$ cat config.mk
export PLATFORM = sky130hd
export DESIGN_NAME = imem_load_controller
export DESIGN_NICKNAME = d
export VERILOG_FILES = /design/src/rtl/imem_load_controller.sv
export SDC_FILE = /design/constraint.sdc
export NUM_CORES = 1
export LEC_CHECK = 0
export ABC_AREA = 0
export CORE_UTILIZATION = 28
export DETAILED_ROUTE_END_ITERATION = 10
export PLACE_DENSITY = 0.78
export SYNTH_ARGS = -nofsm -noshare
export SYNTH_HDL_FRONTEND = slang
export SYNTH_SLANG_ARGS = --single-unit
$ cat constraint.sdc
create_clock -name CLk -period 1.9 [get_ports CLk]
set_input_delay 0.285 -clock CLk [delete_from_list [all_inputs] [get_ports CLk]]
set_output_delay 0.285 -clock CLk [all_outputs]
set_load 0.05 [all_outputs]
$ cat src/rtl/imem_load_controller.sv
// imem_load_controller
// Sequencer/arbiter for the single address/write port of the instruction memory.
// A host loader streams write beats into the memory. The fetch stage issues
// single-word reads, but only after a complete program has been loaded.
// Loading has absolute priority over fetching.
//
// Ports:
//   CLk, reset          clock; asynchronous active-high reset
//   load_start/count    request a load session of load_count words
//   load_valid/data     write beat from the host
//   load_ready          controller accepts a beat this cycle (combinational)
//   fetch_req/addr      read request from the fetch stage
//   fetch_grant         read accepted this cycle (combinational)
//   fetch_valid/fault   registered read result flags, one cycle after grant
//   fetch_instr         passthrough of mem_instruction
//   mem_address/write/data   memory port (combinational)
//   mem_instruction     registered read data from memory
//   loaded, prog_length resident-program status
module imem_load_controller #(
   parameter int unsigned ADDR_WIDTH = 5,
   parameter int unsigned DATA_WIDTH = 32,
   parameter int unsigned DEPTH      = 32
) (
   input  logic                  CLk,
   input  logic                  reset,
   input  logic                  load_start,
   input  logic [ADDR_WIDTH:0]   load_count,
   input  logic                  load_valid,
   input  logic [DATA_WIDTH-1:0] load_data,
   output logic                  load_ready,
   input  logic                  fetch_req,
   input  logic [ADDR_WIDTH-1:0] fetch_addr,
   output logic                  fetch_grant,
   output logic                  fetch_valid,
   output logic                  fetch_fault,
   output logic [DATA_WIDTH-1:0] fetch_instr,
   output logic [ADDR_WIDTH-1:0] mem_address,
   output logic                  mem_write,
   output logic [DATA_WIDTH-1:0] mem_data,
   input  logic [DATA_WIDTH-1:0] mem_instruction,
   output logic                  loaded,
   output logic [ADDR_WIDTH:0]   prog_length
);

   localparam int unsigned CW = ADDR_WIDTH + 1;
   localparam logic [CW-1:0] DEPTH_C = CW'(DEPTH);

   typedef enum logic [1:0] {
      IDLE = 2'd0,
      LOAD = 2'd1,
      RUN  = 2'd2
   } state_t;

   state_t                state;
   logic [CW-1:0]         count;
   logic [ADDR_WIDTH-1:0] ptr;

   logic                  beat_c;
   logic                  last_beat_c;
   logic                  start_ok_c;
   logic [CW-1:0]         clamped_count_c;

   // Beat acceptance and session-start qualification
   assign beat_c          = load_valid && load_ready;
   assign last_beat_c     = beat_c && ({1'b0, ptr} == (count - CW'(1)));
   assign start_ok_c      = load_start && (load_count != '0);
   assign clamped_count_c = (load_count > DEPTH_C) ? DEPTH_C : load_count;

   assign fetch_instr = mem_instruction;

   // Port arbitration: a load beat owns the port, otherwise a granted fetch
   always_comb begin
      load_ready  = 1'b0;
      fetch_grant = 1'b0;
      mem_address = '0;
      mem_write   = 1'b0;
      mem_data    = '0;
      load_ready  = (state == LOAD);
      // A load_start in RUN pre-empts a same-cycle fetch request
      fetch_grant = (state == RUN) && fetch_req && !load_start;
      if (beat_c) begin
         mem_address = ptr;
         mem_write   = 1'b1;
         mem_data    = load_data;
      end else if (fetch_grant) begin
         mem_address = fetch_addr;
      end
   end

   // Controller state and registered status outputs
   always_ff @(posedge CLk or posedge reset) begin
      if (reset) begin
         state       <= IDLE;
         count       <= '0;
         ptr         <= '0;
         loaded      <= 1'b0;
         prog_length <= '0;
         fetch_valid <= 1'b0;
         fetch_fault <= 1'b0;
      end else begin
         // A grant issued just before entering LOAD still yields its result
         fetch_valid <= fetch_grant;
         fetch_fault <= fetch_grant && (CW'(fetch_addr) >= prog_length);
         case (state)
            IDLE, RUN: begin
               if (start_ok_c) begin
                  state       <= LOAD;
                  count       <= clamped_count_c;
                  ptr         <= '0;
                  loaded      <= 1'b0;
                  prog_length <= '0;
               end
            end
            LOAD: begin
               if (beat_c) begin
                  ptr <= ptr + ADDR_WIDTH'(1);
                  if (last_beat_c) begin
                     state       <= RUN;
                     loaded      <= 1'b1;
                     prog_length <= count;
                  end
               end
            end
            default: state <= IDLE;
         endcase
      end
   end

endmodule

==> flow_summary.ini <==
[status]
status = finished, violations left
violations = negative setup slack

[final_layout]
diodes = 0
finalInstanceArea_um2 = 3201
fill_cells = 503
post-route-util_pct = 54.38
drive_gt1_share_pct = 34.06
finalNetCount = 364
area_growth_pct = 87.54

[critical_path]
cp_slowest_stage_delay_ps = 410
r2r_cells = 8
worstSetupPathType = reg2reg
end_kind = register
start_kind = register
critPathMaxFanout = 6
slowest_stage = dfrtp_1
cp_cell_sequence = buf_4, nor3_4, a21oi_1, o2111ai_4, buf_4, nor3_2, buf_4, a22o_1
arrival_ps = 2110
crit_path_frequent_cell = buf_4
cp.required_ps = 2060

[clock_tree]
clkTransAtPathRegs_ps = 80
htree_levels = 1
cts.sinks = 22
hold_buffers = 0
cts_buffer_depth = 2
cts_made_buffers = 3
cts_tree = done
cts_root_buf = clkbuf_8
clk_latency_ps = 270

[synthesis]
syn_nets = 285
ys.warnings.count = 0
synth.most_common_cell = and3_1
async_flop_share_pct = 100.0
synth_top_area_share_pct = 32.26
ys_seq_area_share_pct = 32.26
ys_seq_elements = 22
yosys-top-cells-area = dfrtp_1 32%, buf_4 14%, and3_1 12%, ha_1 5.1%, a22o_1 4.6%
syn_inst = 198
synth_area_um2 = 1707
synth-edff-count = 0
synth_top_area_cell = dfrtp_1
ys_types = 36
avgSynthCellArea_um2 = 8.619
synth_common_cells = 34 x and3_1, 32 x buf_4, 22 x dfrtp_1, 15 x nand2_1
ys.flop_type = dfrtp_1

[timing]
setup_violations = 7
fin_skew_ps = 4.828
period_share_pct = 103.0
hold_viol = 0
worst_slew_pin_slew_ps = 512.9
timing.fmax_mhz = 511.1
final_max_slew_viol_count = 0
setup_slack_ps = -56.61
rsz0062_at_grt = true
maxSlewHeadroom_pct = 65.70
fin_crit_ps = 1957

[route]
wl_per_cell_um = 16.09
vias = 1748
drt_iter0_markers = 66
drc = 0
antenna_left = 0
drt-total-wl_um = 5649
dr.pass1.iters = 4
viasPerCell = 4.980

[place]
pre_cts_slack_ps = -173.8
hpwl_um = 4562
routabilityCongestion = 0.8447
port_buffers = 96
place_area_um2 = 3045

[global_route]
grt_pass1_wl_um = 8438
grt_overflow = 0
antenna_found_initial = 0
grt_pass1_vias = 1769
grt_util_all_layers_pct = 17.22
grt_max_degree = 34

[floorplanning]
ios = 161
die_height_um = 80.07
rows = 28
die_w_um = 80.07
core_um2 = 5886
initial_utilization_pct = 29.00
die_area_um2 = 6411

[worst_hold_path]
hold_class = in2async

[power]
p_int_w = 0.002061
power.switching_w = 0.001801
ir_drop_mv = 0.6022
combPwrFrac_pct = 70.8
p_per_area_nw_per_um2 = 1207
switching_share_pct = 46.64
clock_power_share_pct = 8.9
p_leak_nw = 1.462
power.share.sequential_pct = 20.3

[flow_run]
maxCapViolCount = 0
[repair_timing]
item,in CTS,in global routing
resized for setup,1,13
setup endpoints to repair,6,46
setup buffers,2,1
pin swaps,5,3
[stage by stage]
step	total power [W]	cells	setup TNS, ps	hold WS (ps)
CTS	0.003655	350	-306.8	365.1
global placement	0.003178	344	-130.8	478.5
detailed placement	0.003244	344	-519.4	484.0
finish	0.003862	351	-327.3	347.9
floorplan	0.002284	198	-284.0	274.2
global route	0.004039	351	-2737	398.8
[per-layer routing]
| layer | global-route usage (%) | up-vias | routed length [um] |
|---|---|---|---|
| li1 | - | 813 | - |
| met1 | 15.71 | 813 | 1849 |
| met2 | 34.96 | 109 | 3210 |
| met3 | 5.114 | 13 | 468 |
| met4 | 6.429 | 0 | 121 |
| met5 | 0 | - | 0 |
[cell type report]
class	instances	area, um2	share of cell area [%]
Sequential cell	22	550.5	17.20
Tap cell	75	93.84	2.932
Clock buffer	4	55.05	1.720
Multi-Input combinational cell	123	935.9	29.24
Timing Repair Buffer	116	1524	47.62
Inverter	11	41.29	1.290
[power groups by stage]
stage / Sequential (W) / Combinational (W) / Clock (W)
floorplan: 0.000873 / 0.00141 / 0
global placement: 0.000764 / 0.00241 / 0
detailed placement: 0.000774 / 0.00247 / 0
CTS: 0.000766 / 0.00255 / 0.000343
global route: 0.000801 / 0.00288 / 0.000361
finish: 0.000783 / 0.00274 / 0.000344
[layout by cell type, fill, tap and decap left out, types with 3 or more instances in the layout]
master           synthesis  final
nand2_1                 15     15
a22o_1                   9      4
buf_4                   32     19
and3_2                   0      7
a22o_2                   0      5
o21ai_0                  6      6
inv_2                    2      4
and3_1                  34     26
nor2_1                   8      6
inv_1                    9      7
a21o_1                   3      3
nand2b_1                 6      6
buf_12                   0     41
dfrtp_1                 22     22
ha_1                     7      6
xor2_1                   6      5
clkdlybuf4s50_1          0     56
nand3_1                  3      3
clkbuf_8                 0      4
[worst paths after layout]
| path | slack, ps | endpoint | start |
|---|---|---|---|
| setup / recovery | -60 | prog_length[2] | count[1] |
| hold / removal | 350 | count[2] | reset |
| setup reg to reg | -60 | prog_length[2] | count[1] |
| hold reg to reg | 500 | fetch_fault | prog_length[5] |
| max in group asynchronous | 1330 | prog_length[3] | reset |
| min in group CLk | 500 | fetch_fault | prog_length[5] |
[critical path: cells and delay by family, from the launching register on]
family          cells  cell delay [ps]
buf+inv             3              490
compound gates      3              660
simple gates        2              270
flops               1              410
[state kept, by name, summed over array words and instances (netlist names)]
| register | cells |
|---|---|
| count | 6 |
| fetch_fault | 1 |
| fetch_valid | 1 |
| loaded | 1 |
| prog_length | 6 |
| ptr | 5 |
| state | 2 |
[logic make-up (layout without fill, tap and decap cells)]
group | count (synthesis) | count (layout) | synth area share, %
and+or+nand+nor | 79 | 79 | 26.76
xor gates and xnor gates | 8 | 8 | 4.106
DFF | 22 | 22 | 32.26
buffers and inverters | 53 | 131 | 19.13
AOI/OAI and AO/OA | 29 | 29 | 12.61
adders and majority gates | 7 | 7 | 5.132
(Power assumes the default switching activity.)
